<file path="src/rtl/l0mdt_dataformats_svh.sv">
// +--------------------------------------------------------------------------+
// | Package : l0mdt_dataformats_svh                                          |
// | Shared L0MDT data-format constants and types used by the pT-calc to MTC  |
// | scheduler and its per-thread FIFOs.                                      |
// | Revision: 1.0 - initial release                                          |
// +--------------------------------------------------------------------------+
`default_nettype none

package l0mdt_dataformats_svh;

  // Width of one pT-calc result word sent towards the MTC builder
  localparam int PTCALC2MTC_LEN = 32;
  typedef logic [PTCALC2MTC_LEN-1:0] ptcalc2mtc_rvt;

  // Default number of words buffered per pT-calc thread
  localparam int MTC_SCHED_FIFO_DEPTH = 4;

  // Output register occupancy
  typedef enum logic [0:0] {
    SCHED_EMPTY  = 1'b0,
    SCHED_LOADED = 1'b1
  } sched_state_e;

endpackage

`default_nettype wire

</file>
<file path="src/rtl/mtc_sched_fifo.sv">
// +--------------------------------------------------------------------------+
// | Module  : mtc_sched_fifo                                                 |
// | Small synchronous FIFO for one pT-calc thread. A push into a full FIFO   |
// | succeeds when a pop happens in the same cycle.                           |
// | Revision: 1.0 - initial release                                          |
// +--------------------------------------------------------------------------+
`default_nettype none

module mtc_sched_fifo #(
  parameter int WIDTH = 32,
  parameter int DEPTH = 4
) (
  input  logic                     clock,
  input  logic                     rst_n,
  input  logic                     srst,
  input  logic                     push,
  input  logic [WIDTH-1:0]         push_data,
  input  logic                     pop,
  output logic [WIDTH-1:0]         pop_data,
  output logic                     full,
  output logic                     empty,
  output logic [$clog2(DEPTH):0]   count
);

  localparam int AW = $clog2(DEPTH);
  localparam logic [AW:0] FULL_CNT = (AW+1)'(DEPTH);

  logic [WIDTH-1:0] mem_q [DEPTH];
  logic [AW-1:0]    wr_ptr_q, wr_ptr_d;
  logic [AW-1:0]    rd_ptr_q, rd_ptr_d;
  logic [AW:0]      count_q, count_d;
  logic             do_push, do_pop;

  assign full     = (count_q == FULL_CNT);
  assign empty    = (count_q == '0);
  assign count    = count_q;
  assign pop_data = mem_q[rd_ptr_q];

  // Pointer and occupancy update; flush wins over any push/pop
  always_comb begin
    do_pop   = pop & ~empty & ~srst;
    do_push  = push & (~full | do_pop) & ~srst;
    wr_ptr_d = wr_ptr_q;
    rd_ptr_d = rd_ptr_q;
    count_d  = count_q;
    if (srst) begin
      wr_ptr_d = '0;
      rd_ptr_d = '0;
      count_d  = '0;
    end else begin
      if (do_push) wr_ptr_d = wr_ptr_q + AW'(1);
      if (do_pop)  rd_ptr_d = rd_ptr_q + AW'(1);
      count_d = count_q + (AW+1)'(do_push) - (AW+1)'(do_pop);
    end
  end

  // Pointer/occupancy registers
  always_ff @(posedge clock or negedge rst_n) begin
    if (!rst_n) begin
      wr_ptr_q <= '0;
      rd_ptr_q <= '0;
      count_q  <= '0;
    end else begin
      wr_ptr_q <= wr_ptr_d;
      rd_ptr_q <= rd_ptr_d;
      count_q  <= count_d;
    end
  end

  // Storage array; contents are don't-care while the slot is unoccupied
  always_ff @(posedge clock) begin
    if (do_push) mem_q[wr_ptr_q] <= push_data;
  end

endmodule

`default_nettype wire

</file>
<file path="src/rtl/mtc_ptcalc_scheduler.sv">
// +--------------------------------------------------------------------------+
// | Module  : mtc_ptcalc_scheduler                                           |
// | Shares one MTC-builder input lane between c_NUM_THREADS pT-calc threads: |
// | per-thread FIFOs, round-robin arbiter, registered valid/ready output and |
// | per-thread overflow (drop) pulses.                                       |
// | Option  : MTC_SCHED_DROPCNT_EN adds saturating 16-bit drop counters.     |
// | Revision: 1.0 - initial release                                          |
// +--------------------------------------------------------------------------+
`default_nettype none

module mtc_ptcalc_scheduler
  import l0mdt_dataformats_svh::*;
#(
  parameter int PTCALC_WIDTH  = PTCALC2MTC_LEN,
  parameter int c_NUM_THREADS = 3,
  parameter int FIFO_DEPTH    = MTC_SCHED_FIFO_DEPTH,
  localparam int THR_W        = (c_NUM_THREADS > 1) ? $clog2(c_NUM_THREADS) : 1
) (
  input  logic                                clock,
  input  logic                                rst_n,
  input  logic                                srst,
  input  logic [PTCALC_WIDTH*c_NUM_THREADS-1:0] ptcalc,
  input  logic [c_NUM_THREADS-1:0]            ptcalc_vld,
  output logic [c_NUM_THREADS-1:0]            ptcalc_rdy,
  output logic [PTCALC_WIDTH-1:0]             out_data,
  output logic                                out_vld,
  input  logic                                out_rdy,
  output logic [THR_W-1:0]                    out_thread,
  output logic [c_NUM_THREADS-1:0]            drop
`ifdef MTC_SCHED_DROPCNT_EN
  ,
  output logic [16*c_NUM_THREADS-1:0]         drop_cnt
`endif
);

  localparam int          CW       = $clog2(FIFO_DEPTH) + 1;
  localparam logic [CW-1:0]    FULL_CNT = CW'(FIFO_DEPTH);
  localparam logic [THR_W:0]   NT       = (THR_W+1)'(c_NUM_THREADS);

  logic [PTCALC_WIDTH-1:0]              fifo_data [c_NUM_THREADS];
  logic [c_NUM_THREADS-1:0]             fifo_full, fifo_empty, fifo_pop;
  logic [c_NUM_THREADS-1:0][CW-1:0]     fifo_count;

  sched_state_e                 state_q, state_d;
  logic [PTCALC_WIDTH-1:0]      out_data_q, out_data_d;
  logic [THR_W-1:0]             out_thread_q, out_thread_d;
  logic [THR_W-1:0]             rr_q, rr_d;
  logic [c_NUM_THREADS-1:0]     drop_q, drop_d;

  logic [2*c_NUM_THREADS-1:0]   req_dbl;
  logic [c_NUM_THREADS-1:0]     req_rot;
  logic [THR_W:0]               grant_sum;
  logic [THR_W:0]               rr_nxt;
  logic [THR_W-1:0]             grant_idx;
  logic                         grant_vld;
  logic                         take;

  // One FIFO per thread; ready is derived from occupancy so it is all-1 right after reset
  for (genvar i = 0; i < c_NUM_THREADS; i++) begin : g_fifo
    mtc_sched_fifo #(
      .WIDTH (PTCALC_WIDTH),
      .DEPTH (FIFO_DEPTH)
    ) u_fifo (
      .clock     (clock),
      .rst_n     (rst_n),
      .srst      (srst),
      .push      (ptcalc_vld[i]),
      .push_data (ptcalc[i*PTCALC_WIDTH +: PTCALC_WIDTH]),
      .pop       (fifo_pop[i]),
      .pop_data  (fifo_data[i]),
      .full      (fifo_full[i]),
      .empty     (fifo_empty[i]),
      .count     (fifo_count[i])
    );
    assign ptcalc_rdy[i] = (fifo_count[i] != FULL_CNT);
  end

  // Round-robin pick: rotate requests so the rr pointer sits at bit 0, take the first set bit
  always_comb begin
    req_dbl   = {~fifo_empty, ~fifo_empty};
    req_rot   = c_NUM_THREADS'(req_dbl >> rr_q);
    grant_vld = 1'b0;
    grant_sum = '0;
    for (int k = 0; k < c_NUM_THREADS; k++) begin
      if (!grant_vld && req_rot[k]) begin
        grant_vld = 1'b1;
        grant_sum = {1'b0, rr_q} + (THR_W+1)'(k);
      end
    end
    grant_idx = (grant_sum >= NT) ? THR_W'(grant_sum - NT) : THR_W'(grant_sum);
    rr_nxt    = {1'b0, grant_idx} + (THR_W+1)'(1);
  end

  // Output register next-state: load when empty or when the current word is accepted
  always_comb begin
    take         = grant_vld & ~srst & ((state_q == SCHED_EMPTY) | out_rdy);
    state_d      = state_q;
    out_data_d   = out_data_q;
    out_thread_d = out_thread_q;
    rr_d         = rr_q;
    for (int i = 0; i < c_NUM_THREADS; i++) begin
      fifo_pop[i] = take && (grant_idx == THR_W'(i));
    end
    if (srst) begin
      state_d      = SCHED_EMPTY;
      out_data_d   = '0;
      out_thread_d = '0;
      rr_d         = '0;
    end else if ((state_q == SCHED_EMPTY) || out_rdy) begin
      if (grant_vld) begin
        state_d      = SCHED_LOADED;
        out_data_d   = fifo_data[grant_idx];
        out_thread_d = grant_idx;
        rr_d         = (rr_nxt >= NT) ? '0 : THR_W'(rr_nxt);
      end else begin
        state_d = SCHED_EMPTY;
      end
    end
    // A write into a full FIFO is lost unless that FIFO is popped in the same cycle
    drop_d = {c_NUM_THREADS{~srst}} & ptcalc_vld & fifo_full & ~fifo_pop;
  end

  // Output register, arbitration pointer and drop pulse registers
  always_ff @(posedge clock or negedge rst_n) begin
    if (!rst_n) begin
      state_q      <= SCHED_EMPTY;
      out_data_q   <= '0;
      out_thread_q <= '0;
      rr_q         <= '0;
      drop_q       <= '0;
    end else begin
      state_q      <= state_d;
      out_data_q   <= out_data_d;
      out_thread_q <= out_thread_d;
      rr_q         <= rr_d;
      drop_q       <= drop_d;
    end
  end

  assign out_vld    = (state_q == SCHED_LOADED);
  assign out_data   = out_data_q;
  assign out_thread = out_thread_q;
  assign drop       = drop_q;

`ifdef MTC_SCHED_DROPCNT_EN
  logic [c_NUM_THREADS-1:0][15:0] drop_cnt_q, drop_cnt_d;

  // Saturating per-thread drop counters, advanced together with the drop pulse
  always_comb begin
    for (int i = 0; i < c_NUM_THREADS; i++) begin
      drop_cnt_d[i] = drop_cnt_q[i];
      if (srst) begin
        drop_cnt_d[i] = '0;
      end else if (drop_d[i] && (drop_cnt_q[i] != 16'hFFFF)) begin
        drop_cnt_d[i] = drop_cnt_q[i] + 16'd1;
      end
    end
  end

  // Drop counter registers
  always_ff @(posedge clock or negedge rst_n) begin
    if (!rst_n) begin
      drop_cnt_q <= '0;
    end else begin
      drop_cnt_q <= drop_cnt_d;
    end
  end

  assign drop_cnt = drop_cnt_q;
`endif

endmodule

`default_nettype wire
</file>
<file path="config.mk">
export PLATFORM = sky130hd
export DESIGN_NAME = mtc_ptcalc_scheduler
export DESIGN_NICKNAME = d
export VERILOG_FILES = /design/src/rtl/l0mdt_dataformats_svh.sv /design/src/rtl/mtc_sched_fifo.sv /design/src/rtl/mtc_ptcalc_scheduler.sv
export SDC_FILE = /design/constraint.sdc
export NUM_CORES = 1
export LEC_CHECK = 0
export CAP_MARGIN = 40
export CORE_MARGIN = 2
export CORE_UTILIZATION = 63
export DETAILED_ROUTE_END_ITERATION = 6
export PLACE_DENSITY = 0.95
export SYNTH_ARGS = -nofsm -noshare
export SYNTH_HDL_FRONTEND = slang
export SYNTH_SLANG_ARGS = --single-unit
</file>
<file path="constraint.sdc">
create_clock -name clock -period 9.39 [get_ports clock]
set_clock_uncertainty 0.1 [all_clocks]
set_input_delay 2.817 -clock clock [delete_from_list [all_inputs] [get_ports clock]]
set_output_delay 2.817 -clock clock [all_outputs]
set_load 0.02 [all_outputs]
</file>
After elaboration in Yosys (flattened, before gate mapping). Memories as Yosys holds them, arrays and structs flattened. Index checks and enable logic that the tools add are counted.

Add/sub/neg operators: 16. Magnitude comparators: 3. Equal/unequal tests: 8. Shifts and indexed selects: 1. Mux-type cells: 44. Bitwise logic cells: 32. Reduce and logical (&&, ||, !) cells: 21.

Operator list (number): $mux W32 (5); $bmux W32 S2 (1); $mux W2 (21); $reduce_bool A2 Y1 (8); $mux W3 (5); $and A1 B1 Y1 (14); $add A2 B1 Y2 const B (6); $mux W1 (12); $add A3 B1 Y3 (3); $and A3 B3 Y3 (3); $eq A3 B3 Y1 const B (3); $logic_not A3 Y1 (3); $ne A3 B3 Y1 const B (3); $sub A3 B1 Y3 (3); $not A1 Y1 (8); $add A2 B1 Y3 const B (2); $ge A3 B2 Y1 const B (2); $not A3 Y3 (2); $shr A6 B2 Y3 (1); $logic_and A1 B1 Y1 (5); $or A1 B1 Y1 (4); $add A2 B2 Y3 const B (1); $ge A3 B3 Y1 const B (1); $not A2 Y3 (1); other kinds (7) (8).

Bits in registers: 61. RAM bits: 384. Output and inout bits: 41. Logic and storage cells: 142. Memories: 3.

Memory list: g_fifo[0].u_fifo.mem_q (depth 4, bits a word 32, rd ports 1, clocked after Yosys merged registers in 0, write ports 1, RTL line mtc_sched_fifo.sv:28) `logic [WIDTH-1:0] mem_q [DEPTH];`; g_fifo[1].u_fifo.mem_q (depth 4, bits a word 32, rd ports 1, clocked after Yosys merged registers in 0, write ports 1, RTL line mtc_sched_fifo.sv:28); g_fifo[2].u_fifo.mem_q (depth 4, bits a word 32, rd ports 1, clocked after Yosys merged registers in 0, write ports 1, RTL line mtc_sched_fifo.sv:28).

Depth between registers and ports, before layout.
Depth after elaboration: 22. Mapped depth: 16. Gate-level depth less buffers: 15.

Hierarchy. A second synthesis with hierarchy kept.

Cell total of the unflattened synthesis: 938. Area total of the unflattened synthesis: 17993.5 um2.

By module, submodules not included: mtc_sched_fifo (instances 3, cells each 215, area each 5108.6 um2, seq. area each 4018.9 um2); mtc_ptcalc_scheduler (instances 1, cells each 293, area each 2667.6 um2, seq. area each 1001.0 um2).

Worst setup path after synthesis. Ideal clock, no wire load.

Kind: input to register. Start: in out_rdy. End: mem g_fifo[1].u_fifo.mem_q[0][0], enable pin. Arrival: 4.444 ns. Data required time: 8.898 ns. Setup slack: 4.454 ns. Cell stages on the path: 5. Buffers on the path: 0. Path through: nand2b_1 nand2_1 or3_4 a31oi_4 and2_1.

Longest elaborated chain between the ends: 10.

Ends and longest elaborated chain: from (decl) (RTL line mtc_ptcalc_scheduler.sv:27) `input logic out_rdy,`; $or A1 B1 Y1 (RTL line mtc_ptcalc_scheduler.sv:96) `take = grant_vld & ~srst & ((state_q == SCHED_EMPTY) | out_rdy);`; $and A1 B1 Y1 (RTL line mtc_ptcalc_scheduler.sv:96); $logic_and A1 B1 Y1 (RTL line mtc_ptcalc_scheduler.sv:102) `fifo_pop[i] = take && (grant_idx == THR_W'(i));`; $and A1 B1 Y1 (2 in a row) (RTL line mtc_sched_fifo.sv:41) `do_pop = pop & ~empty & ~srst;`; $or A1 B1 Y1 (RTL line mtc_sched_fifo.sv:42) `do_push = push & (~full | do_pop) & ~srst;`; $and A1 B1 Y1 (2 in a row) (RTL line mtc_sched_fifo.sv:42); $mux W1 (RTL line mtc_sched_fifo.sv:72) `if (do_push) mem_q[wr_ptr_q] <= push_data;`; $mux W1 (implied by the code) (RTL line mtc_sched_fifo.sv:72); to (decl) (RTL line mtc_sched_fifo.sv:28).

No other way between the ends.

Worst setup path after layout.
Start: in srst. End: reg g_fifo[1].u_fifo.count_q[2].

Longest elaborated chain between the ends: 12.

Ends and longest elaborated chain: from (decl) (RTL line mtc_ptcalc_scheduler.sv:21) `input logic srst,`; $not A1 Y1 (RTL line mtc_sched_fifo.sv:41, mtc_sched_fifo.sv:42, mtc_ptcalc_scheduler.sv:96); $and A1 B1 Y1 (2 in a row) (RTL line mtc_ptcalc_scheduler.sv:96); $logic_and A1 B1 Y1 (RTL line mtc_ptcalc_scheduler.sv:102); $and A1 B1 Y1 (2 in a row) (RTL line mtc_sched_fifo.sv:41); $or A1 B1 Y1 (RTL line mtc_sched_fifo.sv:42); $and A1 B1 Y1 (2 in a row) (RTL line mtc_sched_fifo.sv:42); $add A3 B1 Y3 (RTL line mtc_sched_fifo.sv:53) `count_d = count_q + (AW+1)'(do_push) - (AW+1)'(do_pop);`; $sub A3 B1 Y3 (RTL line mtc_sched_fifo.sv:53); $mux W3 * (RTL line mtc_sched_fifo.sv:46) `if (srst) begin`; via g_fifo[1].u_fifo.count_d[2] (RTL line mtc_sched_fifo.sv:31) `logic [AW:0] count_q, count_d;`; to (signal assigned) (RTL line mtc_sched_fifo.sv:66) `count_q <= count_d;`; to (decl) (RTL line mtc_sched_fifo.sv:31).

The timed path passes the listed nets; every way through them passes the cells marked *. A chain may end at the register's enable or synchronous reset.

==> qor.yml <==
status:
  outcome: "complete, but fails checks"
  violations: "DRC"
clock_network:
  cts_buffers: 42
  ctsLongestPathBuffers: 3
  cts_tree: "done"
  clk_pin_slew_ns: 0.06
  post_cts_buffers: 0
  cts-root-buf: "clkbuf_16"
  clock_latency_ns: 0.54
  ctsHoldBuffers: 0
  htree_levels: 2
  clock_sinks: 445
  cts_resized: 0
finish:
  syn_to_final_growth_pct: 18.1
  fin_area_mm2: 0.0216
  post-route-util_pct: 75.3
  drive_above_1_share_pct: 17.8
  n_antenna_cell: 0
  nNetsFinal: 1279
power_and_ir_drop:
  p_sw_mw: 2.55
  p_per_area_mw_per_mm2: 325
  p_int_mw: 4.46
  power_frac_seq_pct: 35.5
  ir_drop_mv: 0.386
  swShare_pct: 36.3
  pwr-share-comb_pct: 40.2
  p_leak_nw: 7.35
  clkPwrFrac_pct: 24.4
synth:
  yosys.area.top_type: "edfxtp_1"
  async_reset_ff_share_pct: 13.7
  syn_nets: 1128
  synth_ff_type: "edfxtp_1"
  syn_inst: 1003
  synth_common_cells: "384 x edfxtp_1, 96 x mux4_2, 87 x nand2_1"
  synth_most_common_cell: "edfxtp_1"
  synth_top_area_share_pct: 63.1
  synth.distinct_cells: 59
  syn_area_per_cell_um2: 18.2
  ys_ff_latch: 445
  synth_area_leaders: "edfxtp_1 63%, mux4_2 12%, dfrtp_1 8.4%, mux2i_1 2.0%, nand2_1 1.8%"
  yosys_warnings: 0
  netlist_area_mm2: 0.0183
  yosysSeqAreaShare_pct: 71.5
  synth_edf_count: 384
worst_setup_path:
  required_ns: 9.69
  cp-start-kind: "input port"
  endpoint_kind: "flop"
  worst_ep_arrival_time_ns: 5.47
  crit_fanout: 29
  critPathTopFamily: "adder cells"
  slowest_delay_ns: 0.40
  crit_slowest_cell: "clkdlybuf4s50_1"
  path_cells: "clkdlybuf4s50_1, buf_4, nor2_1, nand2_1, nor4_1, ha_1, inv_1, ha_1, inv_1, fa_1, xor2_1, xnor2_1, nor2_1"
  path_buf_inv: 4
  crit_type: "input port to flop"
min_path:
  min_path_type: "flop to flop"
timing:
  fmax_mhz: 194
  max_slew_margin_pct: 39.0
  finalMaxSlewViolations: 0
  rsz0062_at_grt: "false"
  setup_violations: 0
  fin_crit_ns: 5.17
  hold_viol: 0
  worstMarginPinSlew_ns: 0.916
  fin_tns_setup_ns: 0
  timing.final.crit_share_pct: 55.0
run:
  maxCapViolations: 0
drt:
  dr.pass1.iters: 7
  viasPerCell: 6.84
  vias: 10700
  wl_per_cell_um: 28.5
  drt_iter0_drc: 1498
  wirelength_um: 44800
  ant_nets: 0
  route.detailed.drc: 6
floorplanning:
  core-area_mm2: 0.0286
  dieWidth_um: 174
  start_util_pct: 63.8
  io_pins: 144
  rows: 62
  die_y_um: 174
  dieArea_mm2: 0.0304
grt:
  antenna_found_initial: 1
  grt_max_degree: 70
  track_usage_pct: 30.3
  grt_pass1_wl_um: 68100
  grt_pass1_vias: 11000
  gr-total-overflow: 0
placement:
  placed_area_mm2: 0.0201
  finalWeightedCongestion: 0.902
  port_buffers: 143
  dp_hpwl_um: 26600
## flip-flops by register name, summed over array words and instances, names as in the netlist
name	cells
g_fifo.u_fifo.mem_q	384
rr_q	2
out_data	32
out_thread	2
g_fifo.u_fifo.rd_ptr_q	6
drop	3
g_fifo.u_fifo.count	9
g_fifo.u_fifo.wr_ptr_q	6
out_vld	1
## cells in the final DEF (no fill, tap or decap), drive strengths merged, types with 9 or more instances in the layout
| cell type | Yosys | final |
|---|---|---|
| a21oi | 12 | 12 |
| o22ai | 32 | 32 |
| clkbuf | 46 | 66 |
| a22o | 32 | 32 |
| buf | 18 | 29 |
| nand3 | 9 | 9 |
| nor2 | 27 | 27 |
| and2 | 12 | 12 |
| o311a | 32 | 32 |
| ha | 19 | 19 |
| mux4 | 96 | 96 |
| inv | 19 | 20 |
| dfrtp | 61 | 61 |
| clkdlybuf4s50 | 0 | 142 |
| mux2i | 36 | 36 |
| nand2 | 87 | 87 |
| nor3 | 10 | 10 |
| edfxtp | 384 | 384 |
## stage by stage
stage / total power [mW] / setup WS (ns) / hold slack [ns] / instances
6_report: 7.01 / 4.22 / 0.414 / 1571
5_1_grt: 7.27 / 4.07 / 0.446 / 1571
4_1_cts: 6.91 / 4.23 / 0.421 / 1570
2_1_floorplan: 4.38 / 4.45 / 0.442 / 1003
3_5_place_dp: 5.16 / 3.70 / 0.408 / 1493
3_3_place_gp: 4.99 / 3.76 / 0.420 / 1493
## power groups by stage
stage                     sequential (mW)  clock, mW  combinational (mW)
after global routing                 2.50       1.80                2.97
after CTS                            2.48       1.72                2.71
after detailed placement             2.51          0                2.65
after global placement               2.50          0                2.49
final                                2.49       1.71                2.82
after floorplan                      2.51          0                1.87
## final timing paths
| path | startpoint | endpoint | slack (ns) | cells past startpoint |
|---|---|---|---|---|
| worst max-delay path | srst | g_fifo[1].u_fifo.count[2] | 4.22 | 13 |
| worst min-delay path | out_data[30] | out_data[30] | 0.41 | 1 |
| worst max register to register | g_fifo[1].u_fifo.count[2] | g_fifo[0].u_fifo.count[2] | 5.00 | 13 |
| worst min register to register | out_data[30] | out_data[30] | 0.41 | 1 |
| max in group asynchronous | rst_n | g_fifo[2].u_fifo.rd_ptr_q[0] | 6.22 | 2 |
| min in group asynchronous | rst_n | g_fifo[0].u_fifo.count[2] | 2.34 | 2 |
## cells by family (layout without fill, tap and decap cells)
| family | count (synthesis) | count (layout) | synth area share, % |
|---|---|---|---|
| muxes | 133 | 133 | 13.9 |
| and+or+nand+nor | 170 | 170 | 4.34 |
| xor gates and xnor gates | 11 | 11 | 0.527 |
| buffers and inverters | 83 | 267 | 1.82 |
| adders and majority gates | 22 | 22 | 1.63 |
| DFF | 445 | 445 | 71.5 |
| AOI/OAI and AO/OA | 139 | 139 | 6.32 |
## cell type report
class                           instances  area [um^2]
Clock inverter                         11          141
Inverter                               19         71.3
Clock buffer                           66         1250
Timing Repair Buffer                  171         1660
Multi-Input combinational cell        475         4900
Sequential cell                       445        13100
Tap cell                              384          480
Fill cell                            1486         7060
## layer usage
layer  routed length [um]  global-route usage (%)  up-vias  share of wire (%)
met5                   12                       0        -              0.027
met1                15200                    38.6     5356                 34
met3                 4340                    5.49      191                9.7
li1                     -                       -     4360                  -
met4                 2660                    15.2        2                5.9
met2                22600                    50.9      840                 50
Power figures use the tool's default switching activity.
